**src/rtl/carry_skip_adder_seq_if.sv**
```systemverilog
`default_nettype none
// ============================================================================
// Module   : carry_skip_adder_seq_if
// Purpose  : Operand/result handshake bundle for carry_skip_adder_seq.
//            Carries the valid/ready pair on the operand side (a, b, cin)
//            and on the result side (sum, cout, optional skip_cnt).
// Ports    : master modport -> operand source / result sink
//            slave  modport -> the adder itself
// Config   : SKIP_CNT_EN adds the skip_cnt signal (skipped-group count)
// Revision : 1.0 - initial release
// ============================================================================
interface carry_skip_adder_seq_if #(
  parameter int WIDTH = 16,
  parameter int BLOCK = 4
);
  localparam int c_NBLK = WIDTH / BLOCK;
  localparam int c_SKW  = $clog2(c_NBLK + 1);

  logic             in_valid;
  logic             in_ready;
  logic [WIDTH-1:0] a;
  logic [WIDTH-1:0] b;
  logic             cin;
  logic             out_valid;
  logic             out_ready;
  logic [WIDTH-1:0] sum;
  logic             cout;
`ifdef SKIP_CNT_EN
  logic [c_SKW-1:0] skip_cnt;
`endif

  modport master (
    output in_valid, a, b, cin, out_ready,
`ifdef SKIP_CNT_EN
    input  skip_cnt,
`endif
    input  in_ready, out_valid, sum, cout
  );

  modport slave (
    input  in_valid, a, b, cin, out_ready,
`ifdef SKIP_CNT_EN
    output skip_cnt,
`endif
    output in_ready, out_valid, sum, cout
  );
endinterface
`default_nettype wire

```
**src/rtl/carry_skip_adder_seq.sv**
```systemverilog
`default_nettype none
// ============================================================================
// Module   : carry_skip_adder_seq
// Purpose  : Block-serial carry-skip adder. WIDTH-bit operands are split into
//            BLOCK-bit groups and one group is resolved per clock using a
//            ripple sum plus a propagate-skip mux on the group carry.
// Ports    : clk  - clock, rising edge
//            rst  - synchronous reset, active-high
//            bus  - carry_skip_adder_seq_if.slave
//                   in_valid/in_ready, a, b, cin   (operand side)
//                   out_valid/out_ready, sum, cout (result side)
//                   skip_cnt                       (SKIP_CNT_EN only)
// Config   : `define SKIP_CNT_EN to count groups whose carry was skipped
// Revision : 1.0 - initial release
// ============================================================================
module carry_skip_adder_seq #(
  parameter int WIDTH = 16,
  parameter int BLOCK = 4
) (
  input  wire                        clk,
  input  wire                        rst,
  carry_skip_adder_seq_if.slave      bus
);

  localparam int c_NBLK = WIDTH / BLOCK;
  localparam int c_IDXW = (c_NBLK > 1) ? $clog2(c_NBLK) : 1;
`ifdef SKIP_CNT_EN
  localparam int c_SKW  = $clog2(c_NBLK + 1);
`endif
  localparam logic [c_IDXW-1:0] c_LAST = c_IDXW'(c_NBLK - 1);

  typedef enum logic [1:0] {
    S_IDLE = 2'd0,
    S_ADD  = 2'd1,
    S_HOLD = 2'd2
  } state_t;

  state_t            r_state;
  state_t            w_state_nxt;
  logic              w_in_ready;
  logic              w_capture;
  logic              w_last;

  logic [WIDTH-1:0]  r_a;
  logic [WIDTH-1:0]  r_b;
  logic              r_carry;
  logic [c_IDXW-1:0] r_idx;
  logic [WIDTH-1:0]  r_sum;
  logic              r_cout;
  logic              r_out_valid;
`ifdef SKIP_CNT_EN
  logic [c_SKW-1:0]  r_skip_cnt;
`endif

  logic [BLOCK-1:0]  w_ga;
  logic [BLOCK-1:0]  w_gb;
  logic [BLOCK-1:0]  w_gs;
  logic [BLOCK:0]    w_rc;
  logic              w_p;
  logic              w_carry_nxt;

  // Select the active group of the captured operands.
  always_comb begin
    w_ga = '0;
    w_gb = '0;
    for (int k = 0; k < c_NBLK; k++) begin
      if (r_idx == c_IDXW'(k)) begin
        w_ga = r_a[k*BLOCK +: BLOCK];
        w_gb = r_b[k*BLOCK +: BLOCK];
      end
    end
  end

  // Ripple through the group; w_rc[i] is the carry into bit i.
  always_comb begin
    w_rc    = '0;
    w_gs    = '0;
    w_rc[0] = r_carry;
    for (int i = 0; i < BLOCK; i++) begin
      w_gs[i]   = w_ga[i] ^ w_gb[i] ^ w_rc[i];
      w_rc[i+1] = (w_ga[i] & w_gb[i]) | (w_rc[i] & (w_ga[i] ^ w_gb[i]));
    end
  end

  // A fully propagating group passes its incoming carry straight through.
  assign w_p         = &(w_ga ^ w_gb);
  assign w_carry_nxt = w_p ? r_carry : w_rc[BLOCK];
  assign w_last      = (r_idx == c_LAST);

  // Next-state and handshake decode.
  always_comb begin
    w_state_nxt = r_state;
    w_in_ready  = 1'b0;
    w_capture   = 1'b0;
    case (r_state)
      S_IDLE: begin
        w_in_ready = 1'b1;
        if (bus.in_valid) begin
          w_capture   = 1'b1;
          w_state_nxt = S_ADD;
        end
      end
      S_ADD: begin
        if (w_last) w_state_nxt = S_HOLD;
      end
      S_HOLD: begin
        // Accepting a new operand set in the same cycle the result drains
        // keeps back-to-back operations free of bubbles.
        w_in_ready = bus.out_ready;
        if (bus.out_ready) begin
          w_capture   = bus.in_valid;
          w_state_nxt = bus.in_valid ? S_ADD : S_IDLE;
        end
      end
      default: w_state_nxt = S_IDLE;
    endcase
    if (rst) begin
      w_in_ready = 1'b0;
      w_capture  = 1'b0;
    end
  end

  always_ff @(posedge clk) begin
    if (rst) begin
      r_state <= S_IDLE;
    end else begin
      r_state <= w_state_nxt;
    end
  end

  always_ff @(posedge clk) begin
    if (rst) begin
      r_a         <= '0;
      r_b         <= '0;
      r_carry     <= 1'b0;
      r_idx       <= '0;
      r_sum       <= '0;
      r_cout      <= 1'b0;
      r_out_valid <= 1'b0;
`ifdef SKIP_CNT_EN
      r_skip_cnt  <= '0;
`endif
    end else if (w_capture) begin
      r_a         <= bus.a;
      r_b         <= bus.b;
      r_carry     <= bus.cin;
      r_idx       <= '0;
      r_out_valid <= 1'b0;
`ifdef SKIP_CNT_EN
      r_skip_cnt  <= '0;
`endif
    end else if (r_state == S_ADD) begin
      for (int k = 0; k < c_NBLK; k++) begin
        if (r_idx == c_IDXW'(k)) r_sum[k*BLOCK +: BLOCK] <= w_gs;
      end
      r_carry <= w_carry_nxt;
`ifdef SKIP_CNT_EN
      r_skip_cnt <= r_skip_cnt + c_SKW'(w_p);
`endif
      if (w_last) begin
        r_idx       <= '0;
        r_cout      <= w_carry_nxt;
        r_out_valid <= 1'b1;
      end else begin
        r_idx <= r_idx + c_IDXW'(1);
      end
    end else if (r_state == S_HOLD && bus.out_ready) begin
      r_out_valid <= 1'b0;
    end
  end

  assign bus.in_ready  = w_in_ready;
  assign bus.out_valid = r_out_valid;
  assign bus.sum       = r_sum;
  assign bus.cout      = r_cout;
`ifdef SKIP_CNT_EN
  assign bus.skip_cnt  = r_skip_cnt;
`endif

endmodule
`default_nettype wire
```
**src/flat_wrapper.sv**
```systemverilog
// flat-port wrapper written by rule: the top's interface ports become plain ports
module carry_skip_adder_seq_flat 
#(
  parameter int WIDTH = 16,
  parameter int BLOCK = 4
)
  (clk, rst, bus_in_valid, bus_a, bus_b, bus_cin, bus_out_ready, bus_in_ready, bus_out_valid, bus_sum, bus_cout);
  carry_skip_adder_seq_if #(.WIDTH(WIDTH), .BLOCK(BLOCK)) bus_i ();
  input  wire clk;
  input  wire rst;
  input wire logic [$bits(bus_i.in_valid)-1:0] bus_in_valid;
  input wire logic [$bits(bus_i.a)-1:0] bus_a;
  input wire logic [$bits(bus_i.b)-1:0] bus_b;
  input wire logic [$bits(bus_i.cin)-1:0] bus_cin;
  input wire logic [$bits(bus_i.out_ready)-1:0] bus_out_ready;
  output wire logic [$bits(bus_i.in_ready)-1:0] bus_in_ready;
  output wire logic [$bits(bus_i.out_valid)-1:0] bus_out_valid;
  output wire logic [$bits(bus_i.sum)-1:0] bus_sum;
  output wire logic [$bits(bus_i.cout)-1:0] bus_cout;
  assign bus_i.in_valid = bus_in_valid;
  assign bus_i.a = bus_a;
  assign bus_i.b = bus_b;
  assign bus_i.cin = bus_cin;
  assign bus_i.out_ready = bus_out_ready;
  assign bus_in_ready = bus_i.in_ready;
  assign bus_out_valid = bus_i.out_valid;
  assign bus_sum = bus_i.sum;
  assign bus_cout = bus_i.cout;
  carry_skip_adder_seq #(.WIDTH(WIDTH), .BLOCK(BLOCK)) u_core (.clk(clk), .rst(rst), .bus(bus_i));
endmodule
```
**config.mk**
```make
export PLATFORM = sky130hd
export DESIGN_NAME = carry_skip_adder_seq_flat
export DESIGN_NICKNAME = d
export VERILOG_FILES = /design/src/rtl/carry_skip_adder_seq_if.sv /design/src/rtl/carry_skip_adder_seq.sv /design/src/flat_wrapper.sv
export SDC_FILE = /design/constraint.sdc
export NUM_CORES = 1
export LEC_CHECK = 0
export ABC_AREA = 1
export BUFFER_PORTS_ARGS = -buffer_cell sky130_fd_sc_hd__buf_2
export CAP_MARGIN = 15
export CORE_ASPECT_RATIO = 0.5
export CORE_MARGIN = 3
export CORE_UTILIZATION = 48
export CTS_BUF_LIST = sky130_fd_sc_hd__clkbuf_8
export CTS_CLUSTER_SIZE = 24
export DETAILED_ROUTE_END_ITERATION = 12
export PLACE_DENSITY_LB_ADDON = 0.08
export SLEW_MARGIN = 10
export SYNTH_ARGS = -nofsm -noshare
export SYNTH_HDL_FRONTEND = slang
export SYNTH_SLANG_ARGS = --single-unit
```
**constraint.sdc**
```tcl
create_clock -name clk -period 3 [get_ports clk]
set_input_delay 0 -clock clk [delete_from_list [all_inputs] [get_ports clk]]
set_output_delay 0 -clock clk [all_outputs]
set_load 0.02 [all_outputs]
```
==> flow_summary.yaml <==
status:
  status: "finished with violations"
  violations: "negative setup slack"
sta:
  worst_pin_slew_ns: 0.612
  fin_worst_hold_slack_ns: 0.00602
  final_hold_viol_count: 0
  finClkSkew_ns: 0.00641
  period_needed_ns: 3.08
  timing.fmax_mhz: 324
  slew-limit-headroom_pct: 59.2
  finalSetupTns_ns: -0.243
  rsz0062_at_grt: "true"
  fin_ws_ns: -0.0820
  setup_viol: 5
  period_share_pct: 103
  maxSlewViolCount: 0
hold_path:
  holdCritStartpoint: "bus_out_ready"
  hold_path_class: "input port to flop"
global_route:
  first_global_vias: 2313
  grt_first_pass_wirelength_um: 10800
  antenna_found_initial: 0
  grt_use_met3_pct: 4.52
  grtUsageMet2_pct: 34.1
  grt_usage_pct: 21.9
  grt.busiest_layer: "met2"
  grt_start_max_net_pins: 35
  grt_use_met1_pct: 31.6
  grt-ovfl-total: 0
clocking:
  clkSinkCount: 55
  cts-buffers-inserted: 5
  cts_tree: "built"
  h-tree-depth: 2
  cts-root-buf: "clkbuf_8"
  clock_latency_ns: 0.31
  cts_buffer_depth: 2
  path_clk_slew_ns: 0.10
critical_path:
  r2r_start: "u_core.r_idx[0]$_SDFFE_PP0P_"
  timing.rr.end: "u_core.bus.sum[7]$_SDFFE_PP0P_"
  rrSetupSlack_ns: -0.08
  startpoint: "u_core.r_idx[0]$_SDFFE_PP0P_"
  worstPathArrival_ns: 3.33
  cp-end-kind: "flop"
  cp.required_ns: 3.25
  crit_end: "u_core.bus.sum[7]$_SDFFE_PP0P_"
  reg2reg_depth: 12
  crit_fanout: 6
  critPathKind: "flop to flop"
  worst_setup_path_start_kind: "flop"
routing:
  wl_per_cell_um: 13.5
  routed_wl_um: 6680
  vias_per_cell: 5.07
  drcViolationCount: 0
  first_iter_violations: 118
  antenna_left: 0
  drt-pass1-iter-count: 5
  num_vias: 2512
pwr:
  powerDensity_nw_per_um2: 473
  irDropWorstVdd_mv: 0.262
  power_leakage_nw: 1.55
floorplan:
  die_area_um2: 6290
  die_h_um: 57.6
  die-width_um: 109
  coreArea_um2: 5020
  fp-row-count: 18
  design.portCount: 56
  initial_core_util_pct: 50.9
cells_and_area:
  final_common_cell: "nand2_1"
  antennaDiodeCount: 0
  area_delta_synth_final_pct: 36.8
  final_nets: 473
  drive_above_1_share_pct: 26.1
  n_fill_cell: 429
  layout_common_cells: "64 x nand2_1, 63 x nand3_1, 55 x buf_2"
synth:
  syn_area_um2: 2560
  synth-seq-area-share_pct: 43.1
  syn_inst: 332
  ys_warn_count: 0
  synth_seq_cells: 55
  yosysUniqueCellTypes: 23
  synth_area_per_cell_um2: 7.70
  synth_nets: 381
placed_design:
  place_congestion: 0.919
  dpl.hpwl_um: 4580
  io_buffers: 55
run:
  cap_violations: 0
[state kept, by name, indices dropped and copies added (netlist names)]
signal / cells
u_core.r_b: 16
u_core.bus.out_valid: 1
u_core.r_idx: 2
u_core.r_carry: 1
u_core.bus.sum: 16
u_core.r_state: 2
u_core.bus.cout: 1
u_core.r_a: 16
[cells by family after synthesis]
group           Yosys count  share of synthesized area (%)
simple gates            148                           26.1
fa+ha+maj                12                           7.05
buf+inv                  51                           10.6
compound gates           66                           13.2
flops                    55                           43.1
[per-stage QoR]
stage / instances / instance area (um2) / setup WS, ns / power, mW / utilization [%]
6_report: 495 / 3500 / -0.0820 / 1.65 / 69.6
3_3_place_gp: 451 / 2910 / -0.0209 / 1.04 / 57.8
4_1_cts: 494 / 3400 / 0.0211 / 1.64 / 67.7
2_1_floorplan: 332 / 2570 / 0.000533 / 0.974 / -
3_5_place_dp: 451 / 2910 / -0.146 / 1.05 / 57.8
5_1_grt: 495 / 3500 / -0.205 / 1.73 / 69.6
[repair_timing]
action                                 4_1_cts  5_1_grt
hold buffers                                33        0
endpoints found under the hold margin       33        0
pin swaps                                    1       13
buffers inserted                             2        1
setup endpoints to repair                    6        6
resized for setup                            5       21
[cell usage after synthesis, drive strengths merged]
| library cell | instances | area, um2 |
|---|---|---|
| o21bai | 1 | 7.51 |
| a21oi | 34 | 170 |
| and2 | 1 | 6.26 |
| clkbuf | 3 | 11.3 |
| o21ai | 29 | 145 |
| nand3 | 67 | 340 |
| o211ai | 1 | 7.51 |
| fa | 4 | 80.1 |
| dfxtp | 55 | 1100 |
| inv | 31 | 119 |
| ha | 8 | 100 |
| buf | 17 | 140 |
| nor2 | 14 | 67.6 |
| nand2 | 66 | 253 |
| o21a | 1 | 7.51 |
[worst min-delay path by stage]
stage	to	cells past startpoint	slack (ns)
detailed placement	u_core.r_a[12]$_SDFFE_PP0P_	3	0.22
global placement	u_core.r_b[5]$_SDFFE_PP0P_	3	0.22
global route	u_core.bus.out_valid$_SDFFE_PP0P_	4	0.04
CTS	u_core.r_state[1]$_SDFFE_PP0P_	4	0.007
floorplan	u_core.r_a[11]$_SDFFE_PP0P_	2	0.13
finish	u_core.bus.out_valid$_SDFFE_PP0P_	4	0.006
[critical path, cell delays in order, from the launching register on]
cell     delay (ns)
dfxtp_2        0.35
buf_6          0.12
ha_4           0.19
a21oi_2        0.13
nand2_1        0.06
nand2_1        0.07
o21ai_2        0.08
fa_2           0.40
fa_2           0.39
fa_2           0.38
fa_2           0.64
nand3_2        0.09
a21oi_2        0.12
[power breakdown]
group          total, mW  internal, mW  switching [mW]
logic              0.305         0.133           0.172
clock network      0.562         0.330           0.232
registers          0.788         0.767          0.0203
total               1.65          1.23           0.424
[layer usage]
| layer | up-vias | share of wire [%] |
|---|---|---|
| met3 | 7 | 4.9 |
| met1 | 1169 | 49 |
| met5 | - | 0 |
| met2 | 59 | 45 |
| met4 | 0 | 0.67 |
| li1 | 1277 | - |
[cell type report]
cell class | count | area, um2 | area share (%)
Tap cell | 70 | 87.6 | 2.51
Sequential cell | 55 | 1100 | 31.6
Clock inverter | 3 | 63.8 | 1.83
Clock buffer | 5 | 68.8 | 1.97
Inverter | 31 | 119 | 3.40
Multi-Input combinational cell | 226 | 1290 | 36.9
Timing Repair Buffer | 105 | 762 | 21.8
Power figures use the tool's default switching activity.
